$ cat src/rtl/PARAMS_pkg.sv
// Shared RV32I parameters, opcode encodings, instruction classes and the
// decode-to-execute bundle type.
package PARAMS_pkg;

   localparam int unsigned INSTR_SIZE = 32;
   localparam int unsigned NUM_REGS   = 32;
   localparam int unsigned REG_ADDR_W = 5;

   localparam logic [INSTR_SIZE-1:0] BOOT_ADDR = '0;

   localparam logic [6:0] OPC_LUI    = 7'b0110111;
   localparam logic [6:0] OPC_AUIPC  = 7'b0010111;
   localparam logic [6:0] OPC_JAL    = 7'b1101111;
   localparam logic [6:0] OPC_JALR   = 7'b1100111;
   localparam logic [6:0] OPC_BRANCH = 7'b1100011;
   localparam logic [6:0] OPC_LOAD   = 7'b0000011;
   localparam logic [6:0] OPC_STORE  = 7'b0100011;
   localparam logic [6:0] OPC_OPIMM  = 7'b0010011;
   localparam logic [6:0] OPC_OP     = 7'b0110011;

   typedef enum logic [3:0] {
      CLS_NOP    = 4'd0,
      CLS_LUI    = 4'd1,
      CLS_AUIPC  = 4'd2,
      CLS_JAL    = 4'd3,
      CLS_JALR   = 4'd4,
      CLS_BRANCH = 4'd5,
      CLS_LOAD   = 4'd6,
      CLS_STORE  = 4'd7,
      CLS_OPIMM  = 4'd8,
      CLS_OP     = 4'd9
   } instr_class_t;

   typedef struct packed {
      logic                  valid;
      logic [INSTR_SIZE-1:0] pc;
      logic [REG_ADDR_W-1:0] rs1;
      logic [REG_ADDR_W-1:0] rs2;
      logic [REG_ADDR_W-1:0] rd;
      logic [INSTR_SIZE-1:0] imm;
      instr_class_t          cls;
      logic [2:0]            funct3;
      logic                  funct7b5;
      logic                  illegal;
   } dc_bundle_t;

endpackage

$ cat src/rtl/stage_decode_imm_gen.sv
// Combinational RV32I classifier: instruction -> class, immediate, source use.
// Illegal-opcode flagging is compiled in with DECODE_ILLEGAL_TRAP_EN.
module decode_imm_gen
   import PARAMS_pkg::*;
(
   input  logic [INSTR_SIZE-1:0] instr_i,
   output instr_class_t          class_o,
   output logic [INSTR_SIZE-1:0] imm_o,
   output logic                  rs1_used_o,
   output logic                  rs2_used_o,
   output logic                  illegal_o
);

   logic [6:0] opcode;
   assign opcode = instr_i[6:0];

   always_comb begin
      class_o    = CLS_NOP;
      rs1_used_o = 1'b0;
      rs2_used_o = 1'b0;
      illegal_o  = 1'b0;
      case (opcode)
         OPC_LUI:    class_o = CLS_LUI;
         OPC_AUIPC:  class_o = CLS_AUIPC;
         OPC_JAL:    class_o = CLS_JAL;
         OPC_JALR:   begin class_o = CLS_JALR;   rs1_used_o = 1'b1; end
         OPC_BRANCH: begin class_o = CLS_BRANCH; rs1_used_o = 1'b1; rs2_used_o = 1'b1; end
         OPC_LOAD:   begin class_o = CLS_LOAD;   rs1_used_o = 1'b1; end
         OPC_STORE:  begin class_o = CLS_STORE;  rs1_used_o = 1'b1; rs2_used_o = 1'b1; end
         OPC_OPIMM:  begin class_o = CLS_OPIMM;  rs1_used_o = 1'b1; end
         OPC_OP: begin
            class_o    = CLS_OP;
            rs1_used_o = 1'b1;
            rs2_used_o = 1'b1;
`ifdef DECODE_ILLEGAL_TRAP_EN
            if (instr_i[31:25] != 7'b0000000 && instr_i[31:25] != 7'b0100000) begin
               class_o    = CLS_NOP;
               rs1_used_o = 1'b0;
               rs2_used_o = 1'b0;
               illegal_o  = 1'b1;
            end
`endif
         end
         default: begin
`ifdef DECODE_ILLEGAL_TRAP_EN
            illegal_o = 1'b1;
`endif
         end
      endcase
   end

   always_comb begin
      imm_o = '0;
      case (class_o)
         CLS_JALR, CLS_LOAD, CLS_OPIMM:
            imm_o = {{20{instr_i[31]}}, instr_i[31:20]};
         CLS_STORE:
            imm_o = {{20{instr_i[31]}}, instr_i[31:25], instr_i[11:7]};
         CLS_BRANCH:
            imm_o = {{19{instr_i[31]}}, instr_i[31], instr_i[7], instr_i[30:25], instr_i[11:8], 1'b0};
         CLS_LUI, CLS_AUIPC:
            imm_o = {instr_i[31:12], 12'b0};
         CLS_JAL:
            imm_o = {{11{instr_i[31]}}, instr_i[31], instr_i[19:12], instr_i[20], instr_i[30:21], 1'b0};
         default:
            imm_o = '0;
      endcase
   end

endmodule

$ cat src/rtl/stage_decode.sv
// RV32I decode stage: field split, load-use scoreboard, decode->EX register.
// Optional illegal-instruction flagging via DECODE_ILLEGAL_TRAP_EN.
module stage_decode
   import PARAMS_pkg::*;
(
   input  logic                  clk,
   input  logic                  reset,
   input  logic [INSTR_SIZE-1:0] instr_i,
   input  logic [INSTR_SIZE-1:0] pc_i,
   input  logic                  instr_valid_i,
   input  logic                  take_br_i,
   input  logic                  stall_ex_i,
   input  logic                  wb_load_done_i,
   input  logic [REG_ADDR_W-1:0] wb_load_rd_i,
   output logic [REG_ADDR_W-1:0] rf_rs1_addr_o,
   output logic [REG_ADDR_W-1:0] rf_rs2_addr_o,
   output logic                  stall_dc_o,
   output logic                  dc_valid_o,
   output logic [INSTR_SIZE-1:0] dc_pc_o,
   output logic [REG_ADDR_W-1:0] dc_rs1_o,
   output logic [REG_ADDR_W-1:0] dc_rs2_o,
   output logic [REG_ADDR_W-1:0] dc_rd_o,
   output logic [INSTR_SIZE-1:0] dc_imm_o,
   output instr_class_t          dc_class_o,
   output logic [2:0]            dc_funct3_o,
   output logic                  dc_funct7b5_o,
   output logic                  dc_illegal_o
);

   logic [REG_ADDR_W-1:0] rs1, rs2, rd;
   instr_class_t          cls;
   logic [INSTR_SIZE-1:0] imm;
   logic                  rs1_used, rs2_used, illegal;
   logic                  hazard;
   logic [NUM_REGS-1:0]   sb_q, sb_d;
   dc_bundle_t            bundle_q, bundle_d;

   assign rd  = instr_i[11:7];
   assign rs1 = instr_i[19:15];
   assign rs2 = instr_i[24:20];
   assign rf_rs1_addr_o = rs1;
   assign rf_rs2_addr_o = rs2;

   decode_imm_gen u_imm_gen (
      .instr_i    (instr_i),
      .class_o    (cls),
      .imm_o      (imm),
      .rs1_used_o (rs1_used),
      .rs2_used_o (rs2_used),
      .illegal_o  (illegal)
   );

   // Registered bits only: a same-cycle writeback clear releases the stall next cycle.
   assign hazard = instr_valid_i &
                   ((rs1_used & (rs1 != '0) & sb_q[rs1]) |
                    (rs2_used & (rs2 != '0) & sb_q[rs2]));

   assign stall_dc_o = (hazard | stall_ex_i) & ~take_br_i;

   always_comb begin
      bundle_d = bundle_q;
      sb_d     = sb_q;
      if (wb_load_done_i)
         sb_d[wb_load_rd_i] = 1'b0;
      if (take_br_i) begin
         bundle_d.valid = 1'b0;
      end else if (!stall_ex_i) begin
         if (hazard) begin
            bundle_d.valid = 1'b0;
            bundle_d.cls   = CLS_NOP;
         end else begin
            bundle_d.valid    = instr_valid_i;
            bundle_d.pc       = pc_i;
            bundle_d.rs1      = rs1;
            bundle_d.rs2      = rs2;
            bundle_d.rd       = rd;
            bundle_d.imm      = imm;
            bundle_d.cls      = cls;
            bundle_d.funct3   = instr_i[14:12];
            bundle_d.funct7b5 = instr_i[30];
            bundle_d.illegal  = illegal;
            // Set after clear so a same-register set/clear leaves the bit set.
            if (instr_valid_i && cls == CLS_LOAD && rd != '0)
               sb_d[rd] = 1'b1;
         end
      end
   end

   always_ff @(posedge clk) begin
      if (reset) begin
         sb_q              <= '0;
         bundle_q.valid    <= 1'b0;
         bundle_q.pc       <= BOOT_ADDR;
         bundle_q.rs1      <= '0;
         bundle_q.rs2      <= '0;
         bundle_q.rd       <= '0;
         bundle_q.imm      <= '0;
         bundle_q.cls      <= CLS_NOP;
         bundle_q.funct3   <= '0;
         bundle_q.funct7b5 <= 1'b0;
         bundle_q.illegal  <= 1'b0;
      end else begin
         sb_q     <= sb_d;
         bundle_q <= bundle_d;
      end
   end

   assign dc_valid_o    = bundle_q.valid;
   assign dc_pc_o       = bundle_q.pc;
   assign dc_rs1_o      = bundle_q.rs1;
   assign dc_rs2_o      = bundle_q.rs2;
   assign dc_rd_o       = bundle_q.rd;
   assign dc_imm_o      = bundle_q.imm;
   assign dc_class_o    = bundle_q.cls;
   assign dc_funct3_o   = bundle_q.funct3;
   assign dc_funct7b5_o = bundle_q.funct7b5;
   assign dc_illegal_o  = bundle_q.illegal;

endmodule

$ cat config.mk
export PLATFORM = sky130hd
export DESIGN_NAME = stage_decode
export DESIGN_NICKNAME = d
export VERILOG_FILES = /design/src/rtl/PARAMS_pkg.sv /design/src/rtl/stage_decode_imm_gen.sv /design/src/rtl/stage_decode.sv
export SDC_FILE = /design/constraint.sdc
export NUM_CORES = 1
export LEC_CHECK = 0
export CAP_MARGIN = 40
export CORE_ASPECT_RATIO = 0.6
export CORE_MARGIN = 2
export CORE_UTILIZATION = 43
export CTS_BUF_LIST = sky130_fd_sc_hd__clkbuf_16
export DETAILED_ROUTE_END_ITERATION = 12
export PLACE_DENSITY = 0.76
export SETUP_SLACK_MARGIN = 0.3
export SLEW_MARGIN = 30
export SYNTH_ARGS = -nofsm -noshare
export SYNTH_HDL_FRONTEND = slang
export SYNTH_SLANG_ARGS = --single-unit
$ cat constraint.sdc
create_clock -name clk -period 3.5 [get_ports clk]
set_clock_uncertainty 0.2 [all_clocks]
set_input_delay 0.7 -clock clk [delete_from_list [all_inputs] [get_ports clk]]
set_output_delay 0.7 -clock clk [all_outputs]
set_load 0.005 [all_outputs]
==> results of run 1 <==
## final timing paths
kind	slack, ps	endpoint
min	260	dc_class_o[2]
max	-60	stall_dc_o
min reg2reg	260	dc_class_o[2]
max reg2reg	300	dc_rd_o[1]
## repair_timing
item / in CTS / in global routing
gates cloned: 5 / 8
pin swaps: 14 / 52
gates resized for setup: 78 / 130
setup endpoints to repair: 119 / 105
buffers inserted: 7 / 5
## logic make-up (layout without fill, tap and decap cells)
family                 count (synthesis)  count (layout)  share of synthesized area (%)
and+or+nand+nor                      222             222                          20.14
other                                  1               1                        0.06400
muxes                                 40              40                          8.990
buffers and inverters                 76             299                          5.765
AOI/OAI and AO/OA                    244             244                          24.04
DFF                                  120             120                          41.00
## where the power goes
group	internal, uW	switching (uW)
clock network	904	683
registers	1400	18.4
logic	263	281
## registers in the layout, summed over array words and instances (netlist names)
signal / count
dc_class_o: 4
dc_funct3_o: 3
dc_funct7b5_o: 1
dc_imm_o: 32
dc_pc_o: 32
dc_rd_o: 5
dc_rs1_o: 5
dc_rs2_o: 5
dc_valid_o: 1
sb_q: 32
## worst max-delay path: stages
cell             delay (ps)
clkdlybuf4s50_1         680
o21ai_0                 240
nor4_2                   70
or4_4                   460
o31ai_4                 270
a21oi_1                 100
buf_2                   130
## layer usage
metal | wire length [um] | GRT usage, % | up-vias
li1 | - | - | 3017
met1 | 11540 | 48.65 | 3375
met2 | 10960 | 45.80 | 487
met3 | 3714 | 11.93 | 54
met4 | 461 | 6.096 | 0
met5 | 0 | 0 | -
## through the flow
stage,setup TNS [ps],cell area (sq um),worst slack [ps]
after global placement,-63130,8073,-763.4
after floorplan,-53.68,5986,-53.68
after CTS,-31.08,8974,-31.08
final,-63.50,9722,-63.50
after detailed placement,-68040,8093,-791.4
after global routing,-101.7,9722,-101.7
## Yosys cell counts, types with 2 or more instances
cell type,n
mux4_2,7
nand2b_1,11
a211oi_1,9
dfxtp_1,120
buf_4,11
o21bai_1,3
o41ai_1,5
mux2_2,17
and2_1,5
or4_1,2
o21a_1,2
and3_1,3
nor2b_1,29
or2_2,6
nand4_1,14
nand3b_1,8
clkbuf_1,49
a2111oi_0,2
o22ai_1,19
mux2_1,14
nor4_1,4
nor3_1,8
o211ai_1,15
buf_1,3
a31o_2,2
o21ai_0,91
a21oi_1,80
buf_2,9
nor3b_1,3
nand3_1,59
mux2i_1,2
a22oi_1,6
inv_1,3
nand2_1,47
o31ai_1,3
nor2_1,17
## final cells by class
type	count	area, sq um	share of cell area, %
Sequential cell	120	2402	24.71
Multi-Input combinational cell	507	3820	39.29
Tap cell	170	212.7	2.188
Inverter	4	15.01	0.1544
Clock buffer	17	425.4	4.376
Timing Repair Buffer	264	2745	28.24
Clock inverter	14	101.3	1.042
==> results, run 1 <==
- The run finished, with violations left.
- The final reports fail on negative setup slack.
- In this run the worst hold path is classified as register to register.
- The library cells used most frequently in the layout, excluding fill and tap cells, are clkdlybuf4s50_1, dfxtp_1, buf_4.
- For this design, the sink count on the clock tree is 120.
- In this run, synthesis inferred 0 flip-flops with an integrated enable.
- Entering global routing, the biggest net connects 56 pins.
- The via-per-instance ratio is 6.326.
- Dividing the detail-routed wire length by the instance count gives 24.34 um.
- The worst hold path depth is 2.
- For this run the aggregate overflow at the end of global routing stands at 0.
- Synthesis handed over a netlist of 703 instances.
- Once the floorplan was initialized, standard cells occupied 44.89% of the core.
- For this design, the CTS-stage hold fixing added 0 buffers.
- After detailed routing, the total wire length is 26670 um.
- The async set or reset register ratio after synthesis is 0%.
- 175 I/O pins were placed.
- At the worst endpoint, the required time is 2600 ps.
- The start-to-end type of the worst setup path is input port to output pin.
- After layout, the worst path uses 101.8% of the clock period.
- The area growth from synthesis to layout is 65.92%.
- The die covers 14610 sq um.
- The smallest clock period supported by the final layout is computed as 3564 ps.
- The finished layout holds 1096 standard cells, fillers aside.
- The dominant cell type by area after synthesis is dfxtp_1.
- The leakage dissipation is 0.003468 uW.
- The total of max-cap violations is 0.
- The data arrival time at the worst-slack endpoint is 2660 ps.
- The upper clock frequency limit is 0.2806 GHz.
- A synthesized cell averages 8.335 sq um.
- The worst min-delay path startpoint is dc_class_o[2].
- Setup repair after global routing could not meet its margin everywhere.
- Yosys attributes the largest share of cell area to dfxtp_1, o21ai_0, a21oi_1, nand3_1, mux2_2.
- The max-slew violation count is 0.
- The congestion estimate from routability-driven global placement came to 0.9514.
- The initialized floorplan defines 32 standard-cell rows.
- The worst pin sits at a relative slew slack of 42.50%.
- Power spread over the standard cell area amounts to 364.9 nW/um^2.
- Counting flops and latches in the post-synthesis netlist gives 120.
- The area share of the leading cell type in the synthesized netlist is 41.00%.
- Summed over all nets, the half-perimeter wirelength after detailed placement is 17370 um.
- The number of nets in the synthesized netlist is 778.
- Clock-pin slew was measured on the worst setup and hold paths at 60 ps.
- For this run, the register share of the synthesized area comes to 41.00%.
- The filler cells instantiated in the layout total 872.
- The count of placed standard cells including taps is 1040.
- The largest fanout of any net on the critical path is 5.
- The launching point of the worst reg2reg path is sb_q[27].
- 0 antenna diodes ended up in the layout.
- The clock tree from TritonCTS is done.
- The cell area that synthesis handed to floorplanning was 5859 sq um.
- For this run, design rule violations remaining after detail routing come to 0.
- The most frequent standard cell in the layout excluding fill and tap cells is clkdlybuf4s50_1.
- The post-route core utilization is 74.48%.
- The post-route antenna net violation count is 0.
- The maximum count of clock buffers along a single path is 2.
- In the global route stage, overall resource usage came out at 32.92%.
- In this run the horizontal extent of the chip is 154.7 um.
- CTS built an H-tree with a depth of 4.
- The number of endpoints failing setup at the final stage is 1.
- The hold violation count in the final report was 0.
- The clock root buffer is clkbuf_16.
- Buffers placed on the I/O ports in this run total 173.
- The slew at the pin closest to its max-slew limit is 862.5 ps.
- The length of the first detailed-routing pass in iterations is 9.
- The final-layout worst hold slack is 261.1 ps.
- IR analysis of the VDD net gives a maximum drop of 0.0003087 V.
- The most used flip-flop cell after synthesis is dfxtp_1.
- The worst reg-to-reg path cell count is 13.
- Overall power consumption after layout is estimated at 3547 uW.
- The number of buffers created by CTS is 17.
- The number of global-route vias before repair was 6223.
- The die is 94.42 um tall.
- The post-route netlist has 28.19% of its cells at a drive strength greater than 1.
- The via count is 6933.
- For this run, the post-layout net count is 989.
- The worst setup path is launched from an input port.
- The critical path starts at instr_i[24].
- The area of the placeable core is 13050 sq um.
- The later pin in the worst-skew pair is clocked with a latency of 420 ps.
- The initial antenna violation count is 1.
- The first global-routing pass estimated 36500 um of wire.
- STA classifies the critical path endpoint as an output pin.
- The number of DRC markers in iteration 0 is 755.
- Once routing completed, OpenROAD measured the worst setup slack at -63.50 ps.
- Yosys printed 0 warnings.
- In this run, distinct cell masters in the synthesized netlist total 51.
Power figures use the tool's default switching activity.
==> inputs of run 2 (changes only) <==
Settings changed: CORE_ASPECT_RATIO 0.6 to default.
==> run 2 against run 1 <==
Against the previous run:
- wire length decreased by 22%
- largest cell class unchanged
- worst setup slack improved by 110 ps
- clock-buffer cell count unchanged
- via count decreased by 9.1%
- the run now ends clean
- non-clock buffer count decreased by 23
- final cell count decreased by 1.6%
- combinational power decreased by 17%
- sequential power about the same
- maximum frequency increased by 3.1%
- total power increased by 3.8%
- register-to-register slack improved by 240 ps
- largest power group unchanged
==> results, run 2 (synthesized netlist as in run 1, its figures left out) <==
- The die height was 120.7 um (was 94.42 um).
- The number of global-route vias before repair is 6088 (was 6223).
- Result of the run: complete, no violations (was finished with violations).
- The power after layout was 3684 uW (was 3547 uW).
- The most frequent standard cell in the layout excluding fill and tap cells is clkdlybuf4s50_1 (unchanged).
- The capturing element type of the critical path was an output pin (unchanged).
- The number of non-filler instances in the completed layout is 1079 (was 1096).
- The number of buffers added on ports was 173 (unchanged).
- The number of endpoints failing setup at the final stage is 0 (was 1).
- The count of placed standard cells including taps is 1044 (was 1040).
- The overall global routing resource usage is 28.44% (was 32.92%).
- The aggregate routed wire length is 20850 um (was 26670 um).
- The post-detailed-route DRC marker count was 0 (unchanged).
- The detailed-placement wirelength estimate is 14870 um (was 17370 um).
- The register clock-pin slew on the reported worst setup and hold paths came to 50 ps (was 60 ps).
- The hold violation count in the final report is 0 (unchanged).
- The post-route antenna net violation count came to 0 (unchanged).
- The data arrival time at the worst-slack endpoint was 2560 ps (was 2660 ps).
- The total of max-cap violations is 0 (unchanged).
- The average wire per cell in the routed design was 19.32 um (was 24.34 um).
- The number of buffers created by CTS is 17 (unchanged).
- The initial antenna violation count came to 0 (was 1).
- The start-to-end type of the worst setup path is input port to output pin (unchanged).
- The final-layout worst hold slack is 258.7 ps (was 261.1 ps).
- The final RePlAce weighted congestion was 0.9261 (was 0.9514).
- The via-per-instance ratio came to 5.842 (was 6.326).
- The final critical delay including setup and external delays is 3457 ps (was 3564 ps).
- The number of fill cells in the layout is 1064 (was 872).
- The portion of the clock cycle consumed by the worst path in the final layout is 98.78% (was 101.8%).
- The maximum count of clock buffers along a single path is 2 (unchanged).
- The area of the placeable core is 13300 sq um (was 13050 sq um).
- The starting density of the core was 44.07% (was 44.89%).
- The maximum resistive drop on vdd was 0.0002875 V (was 0.0003087 V).
- The class of the most critical hold timing path is register to register (unchanged).
- The top-level I/O count came to 175 (unchanged).
- Top library cells by usage in the layout, fill and taps aside: clkdlybuf4s50_1, dfxtp_1, o21ai_0 (was clkdlybuf4s50_1, dfxtp_1, buf_4).
- The maximum number of pins on one net before global-route repair is 63 (was 56).
- The sort of element at the start of the critical path is an input port (unchanged).
- The critical path data required time is 2600 ps (about the same).
- The leakage dissipation was 0.003178 uW (was 0.003468 uW).
- The number of sinks driven by the clock tree came to 120 (unchanged).
- The number of DRC markers in iteration 0 is 674 (was 755).
- The area growth from synthesis to layout is 50.93% (was 65.92%).
- The leftover overflow at the end of global routing came to 0 (unchanged).
- The length of the first detailed-routing pass in iterations is 6 (was 9).
- The clock tree from TritonCTS is done (unchanged).
- The post-route core utilization is 66.52% (was 74.48%).
- The total number of placement rows is 42 (was 32).
- The tightest slew margin relative to the limit came to 63.40% (was 42.50%).
- The diode insertion count for antenna repair is 0 (unchanged).
- The upper clock frequency limit is 0.2893 GHz (was 0.2806 GHz).
- The number of nets in the finished design is 966 (was 989).
- Setup repair after global routing missed its margin: true (unchanged).
- The wire length of the first global-routing pass is 32260 um (was 36500 um).
- The floorplan die width is 120.7 um (was 154.7 um).
- The H-tree depth reported by CTS is 4 (unchanged).
- The die area was 14580 sq um (was 14610 sq um).
- The ratio of cells with drive above 1 in the final layout is 18.27% (was 28.19%).
- The via count is 6303 (was 6933).
- The slew at the pin closest to its max-slew limit was 549.0 ps (was 862.5 ps).
- The clock root buffer is clkbuf_16 (unchanged).
- The latest clock arrival within the worst-skew pair is 420 ps (about the same).
- The max-slew violation count is 0 (unchanged).
- The largest fanout of any net on the critical path came to 4 (was 5).
- The power per cell area is 416.5 nW/um^2 (was 364.9 nW/um^2).
- The setup TNS was 0 ps (was -63.50 ps).
-- run 2: changes by cell type in the layout (fill, tap and decap cells not counted), moves of 7 or more --
cell	delta
o21ai_0	+30
o21ai_1	-30
nand3_1	+31
nand3_4	-20
clkbuf_16	-7
a21oi_2	-28
a21oi_1	+29
nand3_2	-11
-- run 2: layout make-up --
cell class,instances,area [sq um],share of cell area (%)
clock inverter,14,185.2,2.094
clock buffer,17,425.4,4.810
sequential,120,2402,27.16
tap,176,220.2,2.490
multi-input combinational,507,3299,37.31
timing repair buffer,241,2296,25.96
inverter,4,15.01,0.1698
-- run 2: worst paths after layout --
check | start | to | slack (ps) | cells after the start
max | instr_i[22] | stall_dc_o | 40 | 9
min | dc_class_o[2] | dc_class_o[2] | 260 | 2
min reg2reg | dc_class_o[2] | dc_class_o[2] | 260 | 2
max reg2reg | sb_q[27] | sb_q[23] | 540 | 9
-- run 2: stage by stage --
stage	instance area (sq um)	worst slack, ps
floorplan	5986	-53.68
detailed placement	8093	-937.8
global placement	8065	-924.7
global route	8843	-44.98
finish	8843	42.83
CTS	8816	30.81
-- run 2: power breakdown --
group	switching, uW	total, uW	internal (uW)
clock network	641	1820	1180
registers	15.9	1410	1400
logic	219	451	232
total	876	3680	2810
-- run 2: critical path: stages --
cell	delay, ps
buf_8	110
buf_6	120
mux2_4	290
o31ai_2	220
nor4_1	80
or4_4	570
o31ai_4	230
a21oi_1	100
buf_2	140
-- run 2: metal layers --
layer  track usage (%)  vias to the layer above  wire length (um)  share of wire, %
li1                  -                     2941                 -                 -
met1             36.21                     3028              8759                42
met3             8.302                       44              1768               8.5
met4             11.77                        0               632               3.0
met5                 0                        -                 0                 0
met2             45.02                      290              9690                46
-- run 2: timing repair --
| action | in CTS | in global routing |
|---|---|---|
| buffers inserted | 4 | 0 |
| endpoints found under the setup margin | 119 | 32 |
| resized for setup | 53 | 7 |
| pin swaps | 11 | 1 |
| hold buffers | 0 | 0 |
| gates cloned | 0 | 0 |
